<file path="src/rtl/codes_ex_core.sv">
// codes_ex_core: Hamming(7,4) encoder with error injection, syndrome decode and single-error correction
// Ports:
//   clk, rst_n        clock, asynchronous active-low reset
//   data_in[3:0]      nibble to encode, sampled with in_valid
//   in_valid          input strobe, one word per cycle, no backpressure
//   err_pos[2:0]      0 = clean, 1..7 = flip codeword position n
//   code_out[6:0]     registered codeword, code_out[n-1] = position n
//   syndrome[2:0]     position of the single error in code_out, 0 if none
//   data_out[3:0]     corrected data nibble
//   err_detected      syndrome is nonzero
//   out_valid         one-cycle pulse per accepted word
module codes_ex_core (
  input  logic       clk,
  input  logic       rst_n,
  input  logic [3:0] data_in,
  input  logic       in_valid,
  input  logic [2:0] err_pos,
  output logic [6:0] code_out,
  output logic [2:0] syndrome,
  output logic [3:0] data_out,
  output logic       err_detected,
  output logic       out_valid
);
  logic [6:0] enc;
  logic [7:0] inj_oh;
  logic [7:0] fix_oh;
  logic [6:0] fixed;
  assign enc = {data_in[3], data_in[2], data_in[1],
                data_in[1] ^ data_in[2] ^ data_in[3],
                data_in[0],
                data_in[0] ^ data_in[2] ^ data_in[3],
                data_in[0] ^ data_in[1] ^ data_in[3]};
  // One-hot of the position to flip; bit 0 (position "0") is dropped so 0 means no flip.
  assign inj_oh = 8'd1 << err_pos;
  always_ff @(posedge clk or negedge rst_n) begin
    if (!rst_n) begin
      code_out  <= '0;
      out_valid <= 1'b0;
    end else begin
      out_valid <= in_valid;
      if (in_valid) code_out <= enc ^ inj_oh[7:1];
    end
  end
  assign syndrome = {code_out[3] ^ code_out[4] ^ code_out[5] ^ code_out[6],
                     code_out[1] ^ code_out[2] ^ code_out[5] ^ code_out[6],
                     code_out[0] ^ code_out[2] ^ code_out[4] ^ code_out[6]};
  assign fix_oh       = 8'd1 << syndrome;
  assign fixed        = code_out ^ fix_oh[7:1];
  assign data_out     = {fixed[6], fixed[5], fixed[4], fixed[2]};
  assign err_detected = |syndrome;
endmodule

</file>
<file path="config.mk">
export PLATFORM = sky130hd
export DESIGN_NAME = codes_ex_core
export DESIGN_NICKNAME = d
export VERILOG_FILES = /design/src/rtl/codes_ex_core.sv
export SDC_FILE = /design/constraint.sdc
export NUM_CORES = 1
export LEC_CHECK = 0
export CAP_MARGIN = 20
export CORE_MARGIN = 3
export CORE_UTILIZATION = 30
export CTS_BUF_LIST = sky130_fd_sc_hd__clkbuf_4 sky130_fd_sc_hd__clkbuf_8 sky130_fd_sc_hd__clkbuf_16
export DETAILED_ROUTE_END_ITERATION = 12
export DONT_BUFFER_PORTS = 1
export PLACE_DENSITY = 0.54
export RECOVER_POWER = 25
export SETUP_SLACK_MARGIN = 0.4
export SLEW_MARGIN = 30
export SYNTH_ARGS = -nofsm -noshare
export SYNTH_HDL_FRONTEND = slang
export SYNTH_SLANG_ARGS = --single-unit
export TNS_END_PERCENT = 5
</file>
<file path="constraint.sdc">
create_clock -name clk -period 2.24 [get_ports clk]
set_input_delay 0.448 -clock clk [delete_from_list [all_inputs] [get_ports clk]]
set_output_delay 0.448 -clock clk [all_outputs]
set_load 0.05 [all_outputs]
</file>
* After elaboration in Yosys (flattened, before gate mapping) *
Cells that the tools add are included.

word-level totals
  flip-flop bits (word level) = 8
  input port bits = 10
  output and inout bits = 16

operators by class
  shift-type cells = 2
  bitwise gates (word level) = 17
  reductions and logical operators = 1

operators by type and width
  operator                                          number
  << shifter 1 x 3 -> 8 bit (first input constant)  2
  XOR 1 bit                                         15
  XOR 7 bit                                         2
  OR reduction 3 bit                                1

* Depth between registers and ports, before layout *
  word-level depth = 5
  mapped depth = 6

* Least setup slack after synthesis *
No wires, ideal clock.

  path type = flip-flop to output port
  start = register code_out[2]
  end = output port data_out[3]
  data arrival time = 2680 ps
  data required time = 1792 ps
  setup slack = -888 ps
  stages on the path, launching flop included = 7
  path buffers = 1
  cells stage by stage = dfrtp_1 -> buf_6 -> xor2_4 -> xor2_4 -> inv_4 -> a21oi_1 -> a211oi_1

between the ends
  word-level cells in the longest chain between the ends = 5

ends and longest elaborated chain
  element                    line  RTL
  start: declaration         18    output logic [6:0] code_out,
  start signal: assignment   41    if (in_valid) code_out <= enc ^ inj_oh[7:1];
  XOR 1 bit (3 in series)    45    code_out[1] ^ code_out[2] ^ code_out[5] ^ code_out[6],
  net syndrome[1]            19    output logic [2:0] syndrome,
  << shifter 1 x 3 -> 8 bit  47    assign fix_oh = 8'd1 << syndrome;
  XOR 7 bit                  48    assign fixed = code_out ^ fix_oh[7:1];
  end: declaration           20    output logic [3:0] data_out,

The timed path passes the listed nets, and every way through them passes these cells.

* Worst setup path after layout *
  start = register code_out[6]
  end = output port data_out[0]

between the ends
  word-level cells in the longest chain between the ends = 3

ends and longest elaborated chain
  element                              line
  XOR 1 bit, on equally long branches  46, 44, 45
  << shifter 1 x 3 -> 8 bit *          47
  XOR 7 bit *                          48

Every way passes the cells marked *; elsewhere a longest branch is shown, timed or not.

==> flow_summary.json <==
{
  "hold_viol": 0,
  "synth-xor-area-share": 0.321,
  "synth.mux.area_fraction": 0,
  "cts_root_buffer": "clkbuf_4",
  "cellLeakagePower_nw": 0.453,
  "remaining_drc_errors": 0,
  "worst_path_max_delay_cell": "dfrtp_2",
  "stdcell_area_sq_mm": 0.00118,
  "timing.setup.critical_path_class": "reg2out",
  "dominant_cells_by_area_after_synthesis": "dfrtp_1 26%, xnor2_1 14%, xor2_1 9.1%",
  "min_period_ps": 2310,
  "mostFrequentLayoutCells": "20 x buf_4, 11 x nor2_1, 9 x a21oi_1",
  "cts.clk_slew.worst_paths_ps": 60,
  "tightestPinTransition_ps": 442,
  "synth_compound_area_frac": 0.171,
  "cts.htree.levels": 1,
  "grt_usage": 0.112,
  "max_freq_mhz": 432,
  "leading_cell_type_in_the_layout_fill_and_taps_excluded": "buf_4",
  "start_kind": "register",
  "syn_inst": 89,
  "first_global_vias": 655,
  "drt-vias-per-instance": 5.16,
  "coreArea_sq_mm": 0.00232,
  "syn_area_sq_um": 767,
  "post-route-period-util": 1.03,
  "crit_path_end_kind": "primary output",
  "synth_top_flop_cell": "dfrtp_1",
  "final-setup-viol-count": 4,
  "setup_ws_ps": -72.6,
  "clock-skew-final_ps": 0,
  "nNetsFinal": 124,
  "synth_simple_gate_area_share": 0.189,
  "critical_path_buf_inv_count": 1,
  "die-area_sq_mm": 0.00320,
  "grt_pass1_wl_um": 2870,
  "synthesis.nets": 99,
  "worst_ir_drop_vdd_mv": 0.850,
  "fin_hold_ws_ps": 223,
  "io-pin-count": 26,
  "avgSynthCellArea_sq_um": 8.62,
  "post_route_cells_drive_above_1_share": 0.487,
  "total_overflow_reported_by_the_global_router": 0,
  "flops_latches_synth": 8,
  "synth_largest_type_area_fraction": 0.261,
  "drv_slew": 0,
  "timing.critical_path.arrival_ps": 1860,
  "cts_max_path_buffers": 2,
  "wl_um": 1840,
  "row_count": 17,
  "synth.distinct_cells": 25,
  "hp-class": "in2reg",
  "synth_largest_area_cell": "dfrtp_1",
  "placed_cell_area_sq_mm": 0.00105,
  "vias": 728,
  "synth-adder-area-share": 0,
  "gp_congestion": 0.750,
  "largest_family_of_logic_cells_by_synthesized_area": "XOR/XNOR gates",
  "die_x_um": 56.6,
  "detail_route.wl_per_cell_um": 13.1,
  "drt_first_pass_iters": 5,
  "clock_sinks": 8,
  "power_density_cells_mw_per_mm2": 1170,
  "fillCellCount": 227,
  "critical_path.max_fanout": 4,
  "antenna_cells": 0,
  "dr.first_iter.drc_count": 22,
  "outcome": "finished, violations left",
  "violated_checks": "negative setup slack",
  "synth_sequential_area_ratio": 0.261,
  "tritoncts_clock_tree": "yes",
  "slowest_delay_ps": 460,
  "dieHeight_um": 56.6,
  "antenna_found_initial": 0,
  "synth-async-reset-ratio": 1.00,
  "clock_latency_ps": 240,
  "total_negative_slack_for_setup_checks_ps": -222,
  "timing.slew.headroom": 0.705,
  "antenna_left": 0,
  "critical_path_required_ps": 1790,
  "post-place-ws_ps": 105,
  "area_growth_syn_to_layout_pct": 54.3,
  "cts_inserted_buffers": 3,
  "crit_chain": "xnor2_4 > xor2_4 > buf_4 > o211ai_1 > a211o_2",
  "cap_viol_max_count": 0,
  "maximum_number_of_pins_on_one_net_before_global_route_repair": 16,
  "synth_enable_flop_cells": 0,
  "synth.yosys.warnings": 0,
  "setup_repair_after_global_routing_missed_its_margin": "true",
  "io_buffer_count": 0,
  "report.power.total_mw": 1.39,
  "hpwl_um": 1420,
  "critical-path-top-delay-family": "compound AO/OA/AOI/OAI gates",
  "starting_density_of_the_core": 0.331
}
cell type report:
type                       count  area (sq um)  area share
clock buffer                   4          30.0      0.0254
tap                           28          35.0      0.0296
sequential                     8           208       0.175
inverter                       1          6.26     0.00529
timing repair buffer          26           243       0.205
multi-input combinational     74           662       0.559
state kept, by name, summed over array words and instances (netlist names):
signal,flops
code_out,7
out_valid,1
repair_timing:
item,4_1_cts,5_1_grt
setup buffers,1,3
hold endpoints to repair,8,0
resized for setup,6,6
hold buffers,1,0
cloned,0,0
endpoints found under the setup margin,8,8
pin swaps,5,3
per-stage QoR:
step	utilization	cells
floorplan	-	89
global placement	0.454	132
detailed placement	0.454	132
CTS	0.489	138
global route	0.511	141
finish	0.511	141
per-layer routing:
layer	routed length (um)	global-route usage	up-vias	part of all wire
met4	8	0.0407	0	0.0043
met2	1000	0.206	25	0.54
met3	106	0.0253	2	0.057
li1	-	-	354	-
met5	0	0	-	0
met1	727	0.122	347	0.39
path summary, 6_finish.rpt:
kind,depth (start not counted),slack [ps],from,endpoint
min in group asynchronous,1,540,rst_n,out_valid$_DFF_PN0_
worst max register to register,3,1210,code_out[3]$_DFFE_PN0P_,code_out[3]$_DFFE_PN0P_
worst max-delay path,5,-70,code_out[6]$_DFFE_PN0P_,data_out[0]
worst min register to register,3,780,code_out[5]$_DFFE_PN0P_,code_out[5]$_DFFE_PN0P_
max in group asynchronous,1,1420,rst_n,code_out[0]$_DFFE_PN0P_
worst min-delay path,0,220,in_valid,out_valid$_DFF_PN0_
cell usage after synthesis, drive strengths merged, types with 4 or more instances:
library cell and count:
xnor2 13, nor2 11, xor2 10, a21oi 9
dfrtp 8, nand2 5, nand3 5, clkbuf 4
o21ai 4
report_power, final:
part	internal, mW	switching (mW)
Combinational	0.426	0.619
Clock	0.0802	0.0486
Sequential	0.166	0.0486
logic make-up (layout without fill, tap and decap cells):
family / Yosys count / after routing
simple gates: 30 / 30
xor+xnor: 23 / 23
compound gates: 21 / 21
flops: 8 / 8
buf+inv: 7 / 31
No activity file was read; power rests on OpenSTA's default activity.
